File: config.mk
export PLATFORM = sky130hd
export DESIGN_NAME = hilo_div_ctrl
export DESIGN_NICKNAME = d
export VERILOG_FILES = /design/src/rtl/hilo_div_ctrl.sv
export SDC_FILE = /design/constraint.sdc
export NUM_CORES = 1
export LEC_CHECK = 0
export ABC_AREA = 1
export CORE_ASPECT_RATIO = 0.75
export CORE_MARGIN = 4
export CORE_UTILIZATION = 36
export DETAILED_ROUTE_END_ITERATION = 8
export PLACE_DENSITY = 0.78
export SLEW_MARGIN = 20
export SYNTH_ARGS = -nofsm -noshare
export SYNTH_HDL_FRONTEND = slang
export SYNTH_SLANG_ARGS = --single-unit
File: constraint.sdc
create_clock -name clk -period 1.2 [get_ports clk]
set_input_delay 0.24 -clock clk [delete_from_list [all_inputs] [get_ports clk]]
set_output_delay 0.24 -clock clk [all_outputs]
set_load 0.03 [all_outputs]
File: src/rtl/hilo_div_ctrl.sv
// hilo_div_ctrl
// -----------------------------------------------------------------------------
// Sequencer between the multi-cycle control unit and the divider for div/divu.
// On an accepted request it latches the operands, holds the divider's
// level-sensitive start high until ready, then commits the quotient to LO and
// the remainder to HI. A divide by zero raises a one-cycle exception pulse and
// leaves HI/LO alone. mthi/mtlo writes are accepted only while idle.
//
// Optional feature macro: HILO_DIV_TIMEOUT_EN
//   Defined   : an 8-bit watchdog aborts a RUN phase after TIMEOUT_CYCLES
//               cycles without div_ready and pulses timeout_err.
//   Undefined : no watchdog, timeout_err is tied low, RUN waits indefinitely.
//
// Ports
//   clk, reset_n          clock (rising edge), async active-low reset
//   div_req, rs_val/rt_val divide request and operands (sampled in IDLE)
//   hi_we, lo_we, wdata   mthi/mtlo write strobes and data
//   div_start, div_a/b    to the divider (operands stable while busy)
//   div_hi/lo/ready/zero  from the divider
//   hi_out, lo_out        architectural HI/LO
//   busy, done, div0_exc, timeout_err   status; the last three are pulses
//   dbg_state             current FSM state for observation
//
// Handshake: the divider runs while div_start is high and raises div_ready
// when its outputs are valid; it clears div_ready one edge after div_start
// drops. The controller only accepts a new divide once div_ready reads 0,
// so a stale ready from a previous (or un-reset) divide is never consumed.
// -----------------------------------------------------------------------------
module hilo_div_ctrl #(
    parameter int unsigned TIMEOUT_CYCLES = 16
) (
    input  logic        clk,
    input  logic        reset_n,
    input  logic        div_req,
    input  logic [31:0] rs_val,
    input  logic [31:0] rt_val,
    input  logic        hi_we,
    input  logic        lo_we,
    input  logic [31:0] wdata,
    output logic        div_start,
    output logic [31:0] div_a,
    output logic [31:0] div_b,
    input  logic [31:0] div_hi,
    input  logic [31:0] div_lo,
    input  logic        div_ready,
    input  logic        div_zero,
    output logic [31:0] hi_out,
    output logic [31:0] lo_out,
    output logic        busy,
    output logic        done,
    output logic        div0_exc,
    output logic        timeout_err,
    output logic [1:0]  dbg_state
);

    typedef enum logic [1:0] {
        IDLE  = 2'd0,
        RUN   = 2'd1,
        DRAIN = 2'd2
    } state_e;

    state_e state_q;

    generate
        if (TIMEOUT_CYCLES < 2 || TIMEOUT_CYCLES > 255) begin : g_bad_timeout
            $error("hilo_div_ctrl: TIMEOUT_CYCLES must be in 2..255");
        end
    endgenerate

`ifdef HILO_DIV_TIMEOUT_EN
    logic [7:0] tmo_cnt_q;
    // Abort on the edge where the count of completed RUN cycles reaches the limit.
    localparam logic [7:0] TMO_LAST = 8'(TIMEOUT_CYCLES - 1);
`else
    assign timeout_err = 1'b0;
`endif

    assign dbg_state = state_q;

    always_ff @(posedge clk or negedge reset_n) begin
        if (!reset_n) begin
            state_q     <= IDLE;
            div_start   <= 1'b0;
            div_a       <= '0;
            div_b       <= '0;
            hi_out      <= '0;
            lo_out      <= '0;
            busy        <= 1'b0;
            done        <= 1'b0;
            div0_exc    <= 1'b0;
`ifdef HILO_DIV_TIMEOUT_EN
            timeout_err <= 1'b0;
            tmo_cnt_q   <= '0;
`endif
        end else begin
            // Status pulses default low; set for exactly one cycle below.
            done     <= 1'b0;
            div0_exc <= 1'b0;
`ifdef HILO_DIV_TIMEOUT_EN
            timeout_err <= 1'b0;
`endif
            case (state_q)
                IDLE: begin
                    // mthi/mtlo land first; a divide accepted on the same edge
                    // commits later and overwrites.
                    if (hi_we) hi_out <= wdata;
                    if (lo_we) lo_out <= wdata;
                    // div_ready high here is stale output; hold the request off.
                    if (div_req && !div_ready) begin
                        div_a     <= rs_val;
                        div_b     <= rt_val;
                        div_start <= 1'b1;
                        busy      <= 1'b1;
                        state_q   <= RUN;
`ifdef HILO_DIV_TIMEOUT_EN
                        tmo_cnt_q <= '0;
`endif
                    end
                end
                RUN: begin
                    if (div_ready) begin
                        div_start <= 1'b0;
                        state_q   <= DRAIN;
                        if (div_zero) begin
                            div0_exc <= 1'b1;
                        end else begin
                            lo_out <= div_lo;
                            hi_out <= div_hi;
                            done   <= 1'b1;
                        end
                    end
`ifdef HILO_DIV_TIMEOUT_EN
                    else if (tmo_cnt_q == TMO_LAST) begin
                        div_start   <= 1'b0;
                        timeout_err <= 1'b1;
                        state_q     <= DRAIN;
                    end else begin
                        tmo_cnt_q <= tmo_cnt_q + 8'd1;
                    end
`endif
                end
                DRAIN: begin
                    // Wait for the divider to drop ready before taking new work.
                    if (!div_ready) begin
                        busy    <= 1'b0;
                        state_q <= IDLE;
                    end
                end
                default: begin
                    div_start <= 1'b0;
                    busy      <= 1'b0;
                    state_q   <= IDLE;
                end
            endcase
        end
    end

endmodule

After elaboration in Yosys (flattened, before gate mapping)
Index checks and enable logic that the tools add are counted.
{"block": "totals", "ff_bits": 134, "input_bits": 167, "out_inout_bits": 135, "word_cells": 52}
{"block": "classes", "eq_ne": 8, "n_mux": 23, "n_bitwise": 2, "n_reduce_logical": 10}
{"operator": "$mux 32", "n": 6}
{"operator": "$pmux 32 s2", "n": 2}
{"operator": "$ne 2x2->1 const B", "n": 6}
{"operator": "$mux 1", "n": 9}
{"operator": "$reduce_and 3->1", "n": 3}
{"operator": "$reduce_and 4->1", "n": 2}
{"operator": "$mux 2", "n": 3}
{"operator": "$pmux 1 s3", "n": 2}
{"operator": "$pmux 2 s3", "n": 1}
{"operator": "$eq 2x1->1 const B", "n": 1}
{"operator": "$eq 2x2->1 const B", "n": 1}
{"operator": "$logic_not 2->1", "n": 1}
{"operator": "$not 1->1", "n": 2}
{"operator": "$reduce_and 2->1", "n": 1}
{"operator": "$reduce_bool 2->1", "n": 1}
{"operator": "$logic_and 1x1->1", "n": 1}
{"operator": "$logic_not 1->1", "n": 1}

Logic depth before layout (Yosys ltp)
{"block": "depth", "word_depth": 4, "depth_mapped": 7, "ltp_nobuf": 6}

Worst setup path after synthesis
OpenSTA, ideal clock, no wires.
{"block": "synth_timing", "path_kind": "flip-flop to flip-flop", "start": "register state_q[0], in the netlist dbg_state[0]", "end": "register div_a[0]", "setup_ns": 0.130, "arrival_time_ns": 1.310, "required_time_ns": 1.070, "setup_slack_ns": -0.240, "path_stages_with_launch": 7, "n_path_buf": 2, "synth_period_minus_slack_ns": 1.440, "path_cell_list": "dfrtp_1 nor2_2 nand3_1 buf_2 buf_2 nand2_1 o21ai_1"}
{"block": "synth_between", "elab_chain_len": 2}
{"element": "start: declaration", "line_no": "62", "rtl": "state_e state_q;"}
{"element": "start signal: assignment", "line_no": "82", "rtl": "state_q <= IDLE;"}
{"element": "start signal: assignment", "line_no": "114", "rtl": "state_q <= RUN;"}
{"element": "start signal: assignment", "line_no": "123", "rtl": "state_q <= DRAIN;"}
{"element": "$logic_not 2->1", "line_no": "102", "rtl": "case (state_q)"}
{"element": "$reduce_and 2->1 (no source line)"}
{"element": "end signal: assignment", "line_no": "110", "rtl": "div_a <= rs_val;"}
{"element": "end: declaration", "line_no": "41", "rtl": "output logic [31:0] div_a,"}
No other way between the ends.
A chain may end at the register's enable or synchronous reset.

Worst setup path in the final report
{"block": "layout_timing", "start": "register state_q[0], in the netlist dbg_state[0]", "end": "register div_a[8]"}
Same word-level chain as after synthesis.

==> flow_summary_export.csv <==
group,metric,value,unit
clock_tree,cts.sinks,134,
synth,syn_avg_cell_area,7.94,um^2
placed_design,dp.cells,1241,
floorplan,die_h,120,um
finish,area_delta_synth_final,94.2,%
grt,grt_max_degree,46,
setup_path,path_max_fanout,10,
floorplan,fp.dieArea,18800,um^2
floorplan,core-area,16200,um^2
routing,routedWlPerCell,17.8,um
sta,slew_violations,0,
finish,drive_gt1_share,31.2,%
grt,antenna_found_initial,0,
routing,antenna_left,0,
grt,grt_overflow,0,
floorplan,die_x,157,um
clock_tree,cts_tree,"yes",
synth,synth_warnings,0,
run_status,status,"finished with violations",
clock_tree,htreeDepth,4,
placed_design,gp_congestion,0.835,
sta,setup_slack,-286,ps
finish,fin_util,71.9,%
setup_path,crit_path_frequent_cell,"buf_6",
pwr,leakagePower,5.99,nW
synth,yosys_most_used_dff,"dfrtp_1",
clock_tree,cts_buffers,17,
grt,grt_pass1_vias,5784,
setup_path,path_cells,"buf_6, nor2_4, nand3_4, buf_6, clkbuf_16, nand2_1, o21ai_1",
setup_path,crit_path_end_kind,"flop",
sta,finalHoldViolCount,0,
routing,drc_errors,0,
grt,grt_pass1_wl,31500,um
sta,finalSetupViolCount,161,
setup_path,reg2reg_to,"div_a[8]",
clock_tree,clk_latency,410,ps
grt,grt_usage,21.5,%
synth,synth_edf_count,0,
pwr,worst_ir_drop_vdd,0.912,mV
run_status,violations,"negative setup slack",
routing,drt_iter0_drc,420,
synth,syn_area,5980,um^2
placed_design,io_buffers,300,
synth,synthArstFlopShare,100,%
synth,synth_nets,921,
setup_path,max_stage_delay,420,ps
finish,nFillCells,1176,
setup_path,crit_type,"flop to flop",
sta,rsz0062_at_grt,"yes",
synth,synth_seq_cells,134,
setup_path,crit_end,"div_a[8]",
setup_path,crit_family,"buffers and inverters",
setup_path,crit_slowest_cell,"dfrtp_2",
finish,n_antenna_cell,0,
clock_tree,clock-root-buffer,"clkbuf_16",
synth,synth_top_area_share,56.0,%
finish,nets,1305,
synth,synth_area_leader_cell,"dfrtp_1",
routing,drt_wl_total,24200,um
routing,vias,6625,
synth,synth_seq_area_share,56.0,%
worst_hold_path,min_path_type,"input pin to async pin",
sta,fin_crit_sh,124,%
setup_path,regToRegSetupSlack,-290,ps
routing,drt_pass1_iterations,5,
floorplan,num_io_pins,302,
setup_path,cp_num_cells,7,
sta,period_minus_slack,1490,ps
synth,ys_top_cells_by_area,"dfrtp_1, nand2_1, nand3_1, o21ai_1, inv_1",
synth,synth.distinct_cells,17,
floorplan,initial_core_util,37.0,%
setup_path,crit_required,1490,ps
clock_tree,cts_buffer_depth,2,
job,maxCapViolations,0,
setup_path,cp-startpoint,"dbg_state[0]",
routing,routed_via_density,4.87,
clock_tree,clkTransAtPathRegs,60,ps
finish,instances_no_fill,1360,
sta,max_freq,673,MHz
pwr,power_density,2100,nW/um^2
placed_design,hpwlAfterDp,14800,um
setup_path,rr_worst_depth,7,
synth,netlist_instances,754,
setup_path,cp.arrival,1770,ps
setup_path,cp-start-kind,"flop",
setup_path,regToRegStartpoint,"dbg_state[0]",
floorplan,floorplan.rows,40,
sta,fin_skew,9.26,ps
setup_path,path_buf_inv,3,
## what timing repair did
item	CTS	global route
resized for setup	61	178
hold buffers	1	0
hold endpoints to repair	134	0
setup buffers	9	61
pin swaps	3	5
endpoints found under the setup margin	265	267
cloned	4	13
## worst min-delay path by stage
stage | endpoint | slack, ps | depth (start not counted)
after floorplan | busy | -60 | 0
after global placement | lo_out[10] | 110 | 1
after detailed placement | lo_out[10] | 110 | 1
after CTS | lo_out[10] | 250 | 2
after global routing | lo_out[5] | 270 | 2
final | lo_out[4] | 260 | 2
## stage by stage
| stage | cell area (um^2) | setup slack (ps) | hold slack (ps) | total power [mW] | setup TNS (ps) |
|---|---|---|---|---|---|
| 2_1_floorplan | 6120 | -71.2 | -55.6 | 11.9 | -6580 |
| 3_3_place_gp | 9300 | -342 | 108 | 16.3 | -39680 |
| 3_5_place_dp | 9300 | -404 | 107 | 16.5 | -45380 |
| 4_1_cts | 10300 | -232 | 252 | 22.1 | -28150 |
| 5_1_grt | 11600 | -358 | 269 | 25.5 | -40100 |
| 6_report | 11600 | -286 | 257 | 24.4 | -28600 |
## layout by cell type (no fill, tap or decap), drive strengths merged, types with 2 or more instances in the layout
cell type / n
a21oi: 2
buf: 242
clkbuf: 28
clkdlybuf4s50: 165
clkinv: 4
clkinvlp: 3
dfrtp: 134
inv: 71
nand2: 297
nand3: 129
nor2: 4
o21ai: 65
## registers in the layout, summed over array words and instances, names as in the netlist
register,cells
busy,1
div0_exc,1
done,1
lo_out,32
div_a,32
div_b,32
dbg_state,2
hi_out,32
div_start,1
## kinds of logic after synthesis
family | count (synthesis) | share of synthesized area, %
buf+inv | 120 | 8.34
other cells | 1 | 0.0627
compound gates | 68 | 5.73
flops | 134 | 56.0
simple gates | 431 | 29.8
## report_power, final
group / total, mW / switching [mW] / internal (mW) / leakage (nW)
combinational: 12.2 / 6.28 / 5.88 / 4.06
clock: 5.01 / 1.99 / 3.02 / 0.272
sequential: 7.21 / 1.25 / 5.96 / 1.66
## synthesized netlist by cell type, types with 2 or more instances
cell        n
nand2_1   297
dfrtp_1   134
nand3_1   129
inv_1      68
o21ai_1    61
buf_2      36
clkbuf_1   10
buf_1       4
o21ai_0     4
nor2_1      3
a21oi_1     2
## layer usage
layer  up-vias  wire, um  GRT usage, %
met5         -         0             0
met4         0       455          6.83
met3        30      2170          6.56
met2       305     12000          35.0
met1      3134      9580          27.4
li1       3156         -             -
## area by class of cell
class,instances,area [um^2],share of cell area (%)
Tap cell,210,263,2.26
Multi-Input combinational cell,500,2440,21.0
Timing Repair Buffer,416,4730,40.7
Inverter,69,264,2.27
Sequential cell,134,3360,28.9
Clock inverter,10,97.6,0.840
Clock buffer,21,470,4.05
Note: power is estimated with default switching activity, not from simulation.
